[config.mk]
export PLATFORM = sky130hd
export DESIGN_NAME = paddle_locator
export DESIGN_NICKNAME = d
export VERILOG_FILES = /design/src/rtl/paddle_locator.sv
export SDC_FILE = /design/constraint.sdc
export NUM_CORES = 1
export LEC_CHECK = 0
export ABC_CLOCK_PERIOD_IN_PS = 5600
export CORE_UTILIZATION = 40
export CTS_BUF_LIST = sky130_fd_sc_hd__clkbuf_4 sky130_fd_sc_hd__clkbuf_8 sky130_fd_sc_hd__clkbuf_16
export DETAILED_ROUTE_END_ITERATION = 7
export SYNTH_ARGS = -nofsm -noshare
export SYNTH_HDL_FRONTEND = slang
export SYNTH_SLANG_ARGS = --single-unit
export TNS_END_PERCENT = 20
[constraint.sdc]
create_clock -name clk -period 5.6 [get_ports clk]
set_input_delay 1.12 -clock clk [delete_from_list [all_inputs] [get_ports clk]]
set_output_delay 1.12 -clock clk [all_outputs]
set_load 0.01 [all_outputs]
[src/rtl/paddle_locator.sv]
// paddle_locator: tracks raster position of an edge-map pixel stream and
// publishes a per-frame bounding box and edge count of the paddle.
module paddle_locator #(
    parameter int LINE_WIDTH   = 640,
    parameter int FRAME_HEIGHT = 480,
    parameter int PIXEL_DEPTH  = 8,
    parameter int ROI_Y_MIN    = 0,
    parameter int ROI_Y_MAX    = 479,
    parameter int MIN_PIXELS   = 16,
    localparam int X_W   = $clog2(LINE_WIDTH),
    localparam int Y_W   = $clog2(FRAME_HEIGHT),
    localparam int CNT_W = $clog2(LINE_WIDTH*FRAME_HEIGHT+1)
) (
    input  logic                   clk,
    input  logic                   reset,
    input  logic                   valid_i,
    input  logic                   sof_i,
    input  logic [PIXEL_DEPTH-1:0] input_R,
    input  logic [PIXEL_DEPTH-1:0] input_G,
    input  logic [PIXEL_DEPTH-1:0] input_B,
    output logic                   result_valid,
    output logic                   found,
    output logic [X_W-1:0]         x_min,
    output logic [X_W-1:0]         x_max,
    output logic [Y_W-1:0]         y_min,
    output logic [Y_W-1:0]         y_max,
    output logic [CNT_W-1:0]       edge_count,
    output logic                   frame_err
);

    localparam logic [X_W-1:0]   X_LAST  = X_W'(LINE_WIDTH-1);
    localparam logic [Y_W-1:0]   Y_LAST  = Y_W'(FRAME_HEIGHT-1);
    localparam logic [Y_W-1:0]   ROI_LO  = Y_W'(ROI_Y_MIN);
    localparam logic [Y_W-1:0]   ROI_HI  = Y_W'(ROI_Y_MAX);
    localparam logic [CNT_W-1:0] MIN_CNT = CNT_W'(MIN_PIXELS);

    typedef enum logic [1:0] {
        IDLE,
        ACCUM,
        PUBLISH
    } state_t;

    state_t state_q, state_d;

    logic [X_W-1:0]   x_q, x_d;
    logic [Y_W-1:0]   y_q, y_d;
    logic [X_W-1:0]   wx_min_q, wx_min_d, wx_max_q, wx_max_d;
    logic [Y_W-1:0]   wy_min_q, wy_min_d, wy_max_q, wy_max_d;
    logic [CNT_W-1:0] wcount_q, wcount_d;
    logic             whit_q, whit_d;

    logic             restart;
    logic             edge_px;
    logic             proc;
    logic             pub_load;
    logic             err_set;
    logic             is_last;
    logic             in_roi;
    logic             roi_lo_ok;
    logic             roi_hi_ok;
    logic             hit_px;
    logic             found_d;
    logic [X_W-1:0]   px;
    logic [Y_W-1:0]   py;

    // A pixel carrying sof is always placed at (0,0) on top of cleared state.
    assign restart = valid_i & sof_i;
    assign edge_px = input_R[PIXEL_DEPTH-1]
                   | input_G[PIXEL_DEPTH-1]
                   | input_B[PIXEL_DEPTH-1];
    assign px      = restart ? '0 : x_q;
    assign py      = restart ? '0 : y_q;
    assign is_last = (px == X_LAST) && (py == Y_LAST);

    if (ROI_Y_MIN == 0) begin : g_roi_lo
        assign roi_lo_ok = 1'b1;
    end else begin : g_roi_lo
        assign roi_lo_ok = (py >= ROI_LO);
    end

    if (ROI_Y_MAX >= (1 << Y_W) - 1) begin : g_roi_hi
        assign roi_hi_ok = 1'b1;
    end else begin : g_roi_hi
        assign roi_hi_ok = (py <= ROI_HI);
    end

    assign in_roi = roi_lo_ok & roi_hi_ok;
    assign hit_px = proc & edge_px & in_roi;

    always_ff @(posedge clk) begin
        if (reset) begin
            state_q <= IDLE;
        end else begin
            state_q <= state_d;
        end
    end

    always_comb begin
        state_d = state_q;
        unique case (state_q)
            IDLE: begin
                if (restart) state_d = ACCUM;
            end
            ACCUM: begin
                if (valid_i && !sof_i && is_last) state_d = PUBLISH;
            end
            PUBLISH: begin
                state_d = restart ? ACCUM : IDLE;
            end
            default: state_d = IDLE;
        endcase
    end

    always_comb begin
        proc     = 1'b0;
        pub_load = 1'b0;
        err_set  = 1'b0;
        unique case (state_q)
            IDLE: begin
                proc = restart;
            end
            ACCUM: begin
                proc     = valid_i;
                pub_load = valid_i & ~sof_i & is_last;
                err_set  = restart;
            end
            PUBLISH: begin
                proc = restart;
            end
            default: ;
        endcase
    end

    always_comb begin
        x_d      = x_q;
        y_d      = y_q;
        wx_min_d = wx_min_q;
        wx_max_d = wx_max_q;
        wy_min_d = wy_min_q;
        wy_max_d = wy_max_q;
        wcount_d = wcount_q;
        whit_d   = whit_q;
        if (proc) begin
            if (restart) begin
                wx_min_d = '0;
                wx_max_d = '0;
                wy_min_d = '0;
                wy_max_d = '0;
                wcount_d = '0;
                whit_d   = 1'b0;
            end
            if (hit_px) begin
                if (!whit_d) begin
                    wx_min_d = px;
                    wx_max_d = px;
                    wy_min_d = py;
                    wy_max_d = py;
                end else begin
                    if (px < wx_min_d) wx_min_d = px;
                    if (px > wx_max_d) wx_max_d = px;
                    if (py < wy_min_d) wy_min_d = py;
                    if (py > wy_max_d) wy_max_d = py;
                end
                whit_d = 1'b1;
                if (wcount_d != '1) wcount_d = wcount_d + CNT_W'(1);
            end
            if (px == X_LAST) begin
                x_d = '0;
                y_d = (py == Y_LAST) ? '0 : py + 1'b1;
            end else begin
                x_d = px + 1'b1;
                y_d = py;
            end
        end
    end

    always_ff @(posedge clk) begin
        if (reset) begin
            x_q      <= '0;
            y_q      <= '0;
            wx_min_q <= '0;
            wx_max_q <= '0;
            wy_min_q <= '0;
            wy_max_q <= '0;
            wcount_q <= '0;
            whit_q   <= 1'b0;
        end else begin
            x_q      <= x_d;
            y_q      <= y_d;
            wx_min_q <= wx_min_d;
            wx_max_q <= wx_max_d;
            wy_min_q <= wy_min_d;
            wy_max_q <= wy_max_d;
            wcount_q <= wcount_d;
            whit_q   <= whit_d;
        end
    end

    // Results load on the edge that accepts the last pixel, so they include it.
    assign found_d = whit_d & (wcount_d >= MIN_CNT);

    always_ff @(posedge clk) begin
        if (reset) begin
            result_valid <= 1'b0;
            frame_err    <= 1'b0;
            found        <= 1'b0;
            x_min        <= '0;
            x_max        <= '0;
            y_min        <= '0;
            y_max        <= '0;
            edge_count   <= '0;
        end else begin
            result_valid <= pub_load;
            frame_err    <= err_set;
            if (pub_load) begin
                found      <= found_d;
                x_min      <= found_d ? wx_min_d : '0;
                x_max      <= found_d ? wx_max_d : '0;
                y_min      <= found_d ? wy_min_d : '0;
                y_max      <= found_d ? wy_max_d : '0;
                edge_count <= wcount_d;
            end
        end
    end

endmodule

==> results.json, run 1 <==
{
  "max_slew_margin_pct": 39.1,
  "cts.htree.levels": 4,
  "cts_hold_buffers": 0,
  "combPwrFrac_pct": 4.4,
  "die_w_um": 133,
  "grt_pass1_vias": 5736,
  "cap_violations": 0,
  "async_reset_ff_share_pct": 0,
  "cts_inserted_buffers": 17,
  "ys.warnings.count": 0,
  "slew_viol_final": 0,
  "grt_setup_unrepaired": "no",
  "crit_path_top_delay_cell": "clkdlybuf4s50_1",
  "leakage_nw": 3.25,
  "ys_types": 58,
  "ys_ff_latch": 139,
  "setup_viol": 0,
  "seq_power_share_pct": 43.4,
  "cp_top_family": "simple AND/OR/NAND/NOR gates",
  "drive_above_1_share_pct": 9.15,
  "std_cell_rows": 47,
  "period_needed_ns": 4.59,
  "synth_edf_count": 0,
  "status": "finished clean",
  "area_growth_pct": 22.9,
  "die_area_um2": 17600,
  "crit_buf_inv": 2,
  "antenna_found_initial": 0,
  "dp_hpwl_mm": 13.0,
  "path_clk_slew_ns": 0.06,
  "worstSetupEndpointType": "flop",
  "startpoint_type": "input port",
  "syn-cell-area_um2": 6820,
  "port_buffers": 66,
  "crit_type": "in -> reg",
  "antennaDiodeCount": 0,
  "ir_worst_vdd_mv": 0.231,
  "powerDensity_nw_per_um2": 274,
  "start_util_pct": 41.1,
  "cts_resized": 0,
  "clockPowerShare_pct": 52.2,
  "min_period_over_period_pct": 82.0,
  "synth_top_area_cell": "dfxtp_1",
  "insertion_delay_ns": 0.44,
  "grt_max_degree": 54,
  "vias_per_cell": 5.42,
  "gp_congestion": 0.858,
  "die_h_um": 133,
  "cp_max_fo": 39,
  "p_sw_mw": 0.553,
  "synth_cells": 834,
  "internal_power_mw": 1.74,
  "max_slew.worst_pin.slew_ns": 0.912,
  "crit_required_ns": 5.91,
  "power.share.switching_pct": 24.1,
  "yosysSeqAreaShare_pct": 40.8,
  "drc": 0,
  "clockBufferDepth": 2,
  "via_count": 6108,
  "cts_tree": "built",
  "total_power_mw": 2.29,
  "postCtsSetupRepairBufs": 0,
  "cpPeakStageDelay_ns": 0.59,
  "fin_setup_tns_ns": 0,
  "path_cells": "clkdlybuf4s50_1, nand2_2, and2_1, ha_1, nand3_1, nor3_2, o2111ai_2, or4_1, a211oi_1, nand4_1, nor4_4, buf_12, o31ai_1",
  "routed_wl_mm": 18.3,
  "wl_per_cell_um": 16.2,
  "syn-num-nets": 901,
  "synth_top_area_share_pct": 40.8,
  "hp-class": "reg -> reg",
  "grt_first_pass_wirelength_mm": 29.6,
  "drt_pass1_iterations": 5,
  "yosys-top-cells-area": "dfxtp_1, nand2_1, ha_1",
  "fin_skew_ns": 0.0166,
  "hold_violations": 0,
  "synth_area_per_cell_um2": 8.17,
  "io_pins": 88,
  "root_buffer": "clkbuf_16",
  "cts_sinks": 139,
  "dr.first_iter.drc_count": 361,
  "synth-main-ff-cell": "dfxtp_1",
  "grtUsageTotal_pct": 21.4,
  "core-area_um2": 16600,
  "overflow": 0,
  "finalNetCount": 961,
  "num-fill-cells": 1616,
  "antenna_left": 0,
  "critPathArrivalTime_ns": 4.90,
  "fmax_ghz": 0.218
}
-- worst paths after layout --
| kind | from | to | slack, ns | depth (start not counted) |
|---|---|---|---|---|
| worst min register to register | x_min[2] | x_min[2] | 0.45 | 2 |
| worst max register to register | wcount_q[0] | y_min[3] | 2.25 | 11 |
| worst min-delay path | x_min[2] | x_min[2] | 0.45 | 2 |
| worst max-delay path | valid_i | y_min[3] | 1.01 | 13 |
-- per-layer routing --
layer | share of wire [%] | up-vias | track usage [%]
met5 | 0 | - | 0
met2 | 50 | 123 | 37.3
met1 | 44 | 2892 | 25.9
met3 | 3.5 | 29 | 3.41
li1 | - | 3064 | -
met4 | 2.3 | 0 | 9.39
-- layout by cell type, fill, tap and decap left out, drive strengths merged, types with 26 or more instances in the layout --
| master | netlist | routed |
|---|---|---|
| a22oi | 32 | 32 |
| buf | 14 | 26 |
| clkdlybuf4s50 | 0 | 65 |
| dfxtp | 139 | 139 |
| ha | 39 | 39 |
| inv | 49 | 55 |
| nand2 | 142 | 142 |
| nor2 | 83 | 83 |
| o21ai | 35 | 35 |
| o31ai | 32 | 32 |
-- flip-flops by register name, indices dropped and copies added, names as in the netlist --
name / cells
edge_count: 19
found: 1
frame_err: 1
result_valid: 1
state_q: 2
wcount_q: 19
whit_q: 1
wx_max_q: 10
wx_min_q: 10
wy_max_q: 9
wy_min_q: 9
x_max: 10
x_min: 10
x_q: 10
y_max: 9
y_min: 9
y_q: 9
-- final cells by class --
class,count,area (um2),share of cell area [%]
timing repair buffer,91,856,10.2
clock buffer,18,439,5.24
clock inverter,14,183,2.18
multi-input combinational,596,3650,43.6
sequential,139,2780,33.2
inverter,49,184,2.20
tap,220,275,3.29
-- power groups by stage --
| stage | sequential, mW | clock, mW | combinational [mW] |
|---|---|---|---|
| 2_1_floorplan | 1.02 | 0 | 0.0667 |
| 3_3_place_gp | 1.02 | 0 | 0.101 |
| 3_5_place_dp | 1.02 | 0 | 0.101 |
| 4_1_cts | 0.995 | 1.22 | 0.102 |
| 5_1_grt | 0.995 | 1.25 | 0.112 |
| 6_report | 0.996 | 1.20 | 0.102 |
-- worst reg2reg max path, delay by kind of cell (launching register included) --
family,cells,cell delay (ns)
AOI/OAI and AO/OA,3,0.74
adders and majority gates,1,0.18
buffers and inverters,1,0.25
DFF,1,0.36
and+or+nand+nor,6,1.69
-- cells in the mapped netlist, types with 4 or more instances --
cell type	count
buf_2	9
and2_1	16
nor4_1	8
o21ai_0	34
and3_1	8
nor3_1	15
nand4_1	13
nand2b_1	7
ha_1	39
o21a_1	8
nor2_1	83
clkbuf_1	36
or3_1	9
dfxtp_1	139
mux2_2	9
xor2_1	8
a22oi_1	32
or4_1	6
inv_1	49
a21oi_1	25
a211oi_1	24
a21o_1	6
o31ai_1	32
nand3_1	22
and4_1	4
nand2_1	142
-- stage by stage --
step           util [%]  area, um2  std cells  setup slack, ns  hold slack, ns
6_report           50.5       8370       1127             1.01           0.449
5_1_grt            50.5       8370       1127            0.792           0.477
4_1_cts            50.5       8370       1127             1.11           0.457
3_5_place_dp       46.7       7750       1095            0.667           0.443
3_3_place_gp       46.7       7750       1095            0.667           0.434
2_1_floorplan         -       6820        834             1.16           0.437
-- cell families (layout without fill, tap and decap cells) --
group | Yosys count | in the layout | share of synthesized area, %
simple gates | 345 | 345 | 23.5
compound gates | 191 | 191 | 19.7
flops | 139 | 139 | 40.8
buf+inv | 99 | 172 | 5.78
fa+ha+maj | 39 | 39 | 7.16
xor+xnor | 11 | 11 | 1.41
mux | 10 | 10 | 1.63
Power figures use the tool's default switching activity.
==> inputs of run 2 (changes only) <==
--- a/config.mk
+++ b/config.mk
@@ -5,7 +5,7 @@
 export SDC_FILE = /design/constraint.sdc
 export NUM_CORES = 1
 export LEC_CHECK = 0
-export ABC_CLOCK_PERIOD_IN_PS = 5600
+export ABC_CLOCK_PERIOD_IN_PS = 3850
 export CORE_UTILIZATION = 40
 export CTS_BUF_LIST = sky130_fd_sc_hd__clkbuf_4 sky130_fd_sc_hd__clkbuf_8 sky130_fd_sc_hd__clkbuf_16
 export DETAILED_ROUTE_END_ITERATION = 7
==> constraint.sdc (replaced) <==
create_clock -name clk -period 3.85 [get_ports clk]
set_input_delay 0.77 -clock clk [delete_from_list [all_inputs] [get_ports clk]]
set_output_delay 0.77 -clock clk [all_outputs]
set_load 0.01 [all_outputs]
==> run 2 against run 1 <==
- non-clock buffer count grew 82
- worst hold slack lost 0.00057 ns
- clock power grew 39%
- sequential share of layout area shrank 2.5 points
- critical endpoint is now y_min[1]
- highest routed layer unchanged
==> results.json, run 2 (same netlist as run 1, synthesis figures left out) <==
{
  "combPwrFrac_pct": 5.6,
  "drc": 0,
  "startpoint_type": "input port",
  "cts.htree.levels": 4,
  "total_power_mw": 3.30,
  "std_cell_rows": 47,
  "use_met3_pct": 4.83,
  "r2r-end": "y_min[1]",
  "grt_setup_unrepaired": "no",
  "via_count": 6375,
  "leakage_nw": 3.68,
  "rrSetupSlack_ns": 0.81,
  "antenna_found_initial": 0,
  "core-area_um2": 16600,
  "grt_max_degree": 82,
  "ir_worst_vdd_mv": 0.325,
  "power.share.switching_pct": 23.6,
  "slew_viol_final": 0,
  "dpl.cell_count": 1177,
  "cts_hold_buffers": 0,
  "endpoint": "y_min[1]",
  "critPathArrivalTime_ns": 3.96,
  "powerDensity_nw_per_um2": 365,
  "final_cell_mix": "nand2_1, dfxtp_1, buf_4",
  "vias_per_cell": 5.27,
  "area_growth_pct": 32.9,
  "fin_cells": 1209,
  "cap_violations": 0,
  "internal_power_mw": 2.52,
  "path_cells": "clkdlybuf4s50_1, nand2_2, and2_1, ha_1, nand3_1, nor3_4, o2111ai_2, or4_1, a211oi_1, nand4_1, nor4_4, buf_12, o31ai_1",
  "path_clk_slew_ns": 0.06,
  "root_buffer": "clkbuf_16",
  "crit_type": "in -> reg",
  "max_slew_margin_pct": 43.4,
  "clockBufferDepth": 2,
  "gp_congestion": 0.894,
  "grtUsageMet2_pct": 39.2,
  "cts_resized": 0,
  "die_w_um": 133,
  "postCtsSetupRepairBufs": 0,
  "setup_viol": 0,
  "die_area_um2": 17600,
  "seq_power_share_pct": 43.8,
  "antennaDiodeCount": 0,
  "multi_input_area_um2": 3660,
  "r2r_cells": 11,
  "num-fill-cells": 1562,
  "grtUsageTotal_pct": 22.2,
  "period_needed_ns": 3.65,
  "fmax_ghz": 0.274,
  "insertion_delay_ns": 0.43,
  "busiest_layer": "met2",
  "cp_num_cells": 13,
  "hold_violations": 0,
  "p_sw_mw": 0.778,
  "antenna_left": 0,
  "reg_top3": "edge_count x19, wcount_q x19",
  "status": "finished clean",
  "fin_skew_ns": 0.00988,
  "crit_required_ns": 4.16,
  "dp_hpwl_mm": 13.5,
  "r2r_start": "wcount_q[1]",
  "seq_area_um2": 2780,
  "crit_buf_inv": 2,
  "worstSetupEndpointType": "flop",
  "cts_inserted_buffers": 17,
  "overflow": 0,
  "routed_wl_mm": 18.7,
  "dr.first_iter.drc_count": 318,
  "drt_pass1_iterations": 5,
  "die_h_um": 133,
  "start_util_pct": 41.1,
  "hp-class": "reg -> reg",
  "cts_sinks": 139,
  "grt_pass1_vias": 6140,
  "cp_top_family": "simple AND/OR/NAND/NOR gates",
  "cpPeakStageDelay_ns": 0.53,
  "min_period_over_period_pct": 94.8,
  "crit_path_start": "sof_i",
  "clockPowerShare_pct": 50.5,
  "cts_tree": "built",
  "max_slew.worst_pin.slew_ns": 0.849,
  "wl_per_cell_um": 15.5,
  "crit_path_top_delay_cell": "or4_1",
  "drive_above_1_share_pct": 16.8,
  "port_buffers": 66,
  "finalNetCount": 1043,
  "cp_max_fo": 39,
  "io_pins": 88,
  "layout_commonest_cell": "nand2_1",
  "use_met1_pct": 25.9,
  "grt_first_pass_wirelength_mm": 30.8
}
[run 2: per-stage QoR]
| step | util (%) | hold slack [ns] | cell area, um2 | TNS [ns] | setup slack [ns] |
|---|---|---|---|---|---|
| finish | 54.6 | 0.449 | 9050 | 0 | 0.201 |
| detailed placement | 50.9 | 0.441 | 8440 | -10.64 | -0.259 |
| global route | 54.6 | 0.479 | 9050 | 0 | 0.000745 |
| floorplan | - | 0.437 | 6820 | -0.368 | -0.0460 |
| global placement | 50.9 | 0.433 | 8440 | -8.46 | -0.202 |
| CTS | 54.6 | 0.455 | 9050 | 0 | 0.143 |
[run 2: layout make-up]
cell class | count | share of cell area [%]
multi-input combinational | 596 | 40.4
clock inverter | 12 | 1.52
timing repair buffer | 173 | 17.1
clock buffer | 20 | 5.15
inverter | 49 | 2.03
sequential | 139 | 30.7
tap | 220 | 3.04
[run 2: layer usage]
layer / vias up / share of wire (%)
met5: - / 0
met4: 0 / 2.7
met3: 33 / 3.8
met2: 112 / 49
met1: 3003 / 44
li1: 3227 / -
[run 2: worst min-delay path by stage]
stage           startpoint           to  cells after the start
3_5_place_dp      x_min[3]     x_min[3]                      2
5_1_grt           y_min[3]     y_min[3]                      2
2_1_floorplan  wy_min_q[8]  wy_min_q[8]                      2
4_1_cts           x_max[3]     x_max[3]                      2
3_3_place_gp      x_max[3]     x_max[3]                      2
6_report          x_min[2]     x_min[2]                      2
[run 2: power groups by stage]
stage | Sequential, mW | Combinational [mW] | Clock (mW)
6_report | 1.45 | 0.186 | 1.67
5_1_grt | 1.45 | 0.203 | 1.76
4_1_cts | 1.45 | 0.185 | 1.70
3_5_place_dp | 1.48 | 0.184 | 0
3_3_place_gp | 1.48 | 0.184 | 0
2_1_floorplan | 1.48 | 0.0975 | 0
[run 2: worst reg2reg max path, stage by stage (launching register included)]
cell and delay [ns]:
dfxtp_1 0.37, and2_1 0.15, ha_1 0.17, nand3_1 0.15
nor3_4 0.23, o2111ai_2 0.18, or4_1 0.53, a211oi_1 0.32
nand4_1 0.21, nor4_4 0.24, buf_12 0.24, o31ai_1 0.14
==> inputs of run 3 (changes only) <==
==> constraint.sdc (replaced) <==
create_clock -name clk -period 3.85 [get_ports clk]
set_input_delay 0.77 -clock clk [delete_from_list [all_inputs] [get_ports clk]]
set_output_delay 0.77 -clock clk [all_outputs]
set_load 0.1 [all_outputs]
==> results of run 3 <==
Same layout as run 2 (identical final DEF). Status: finished clean.
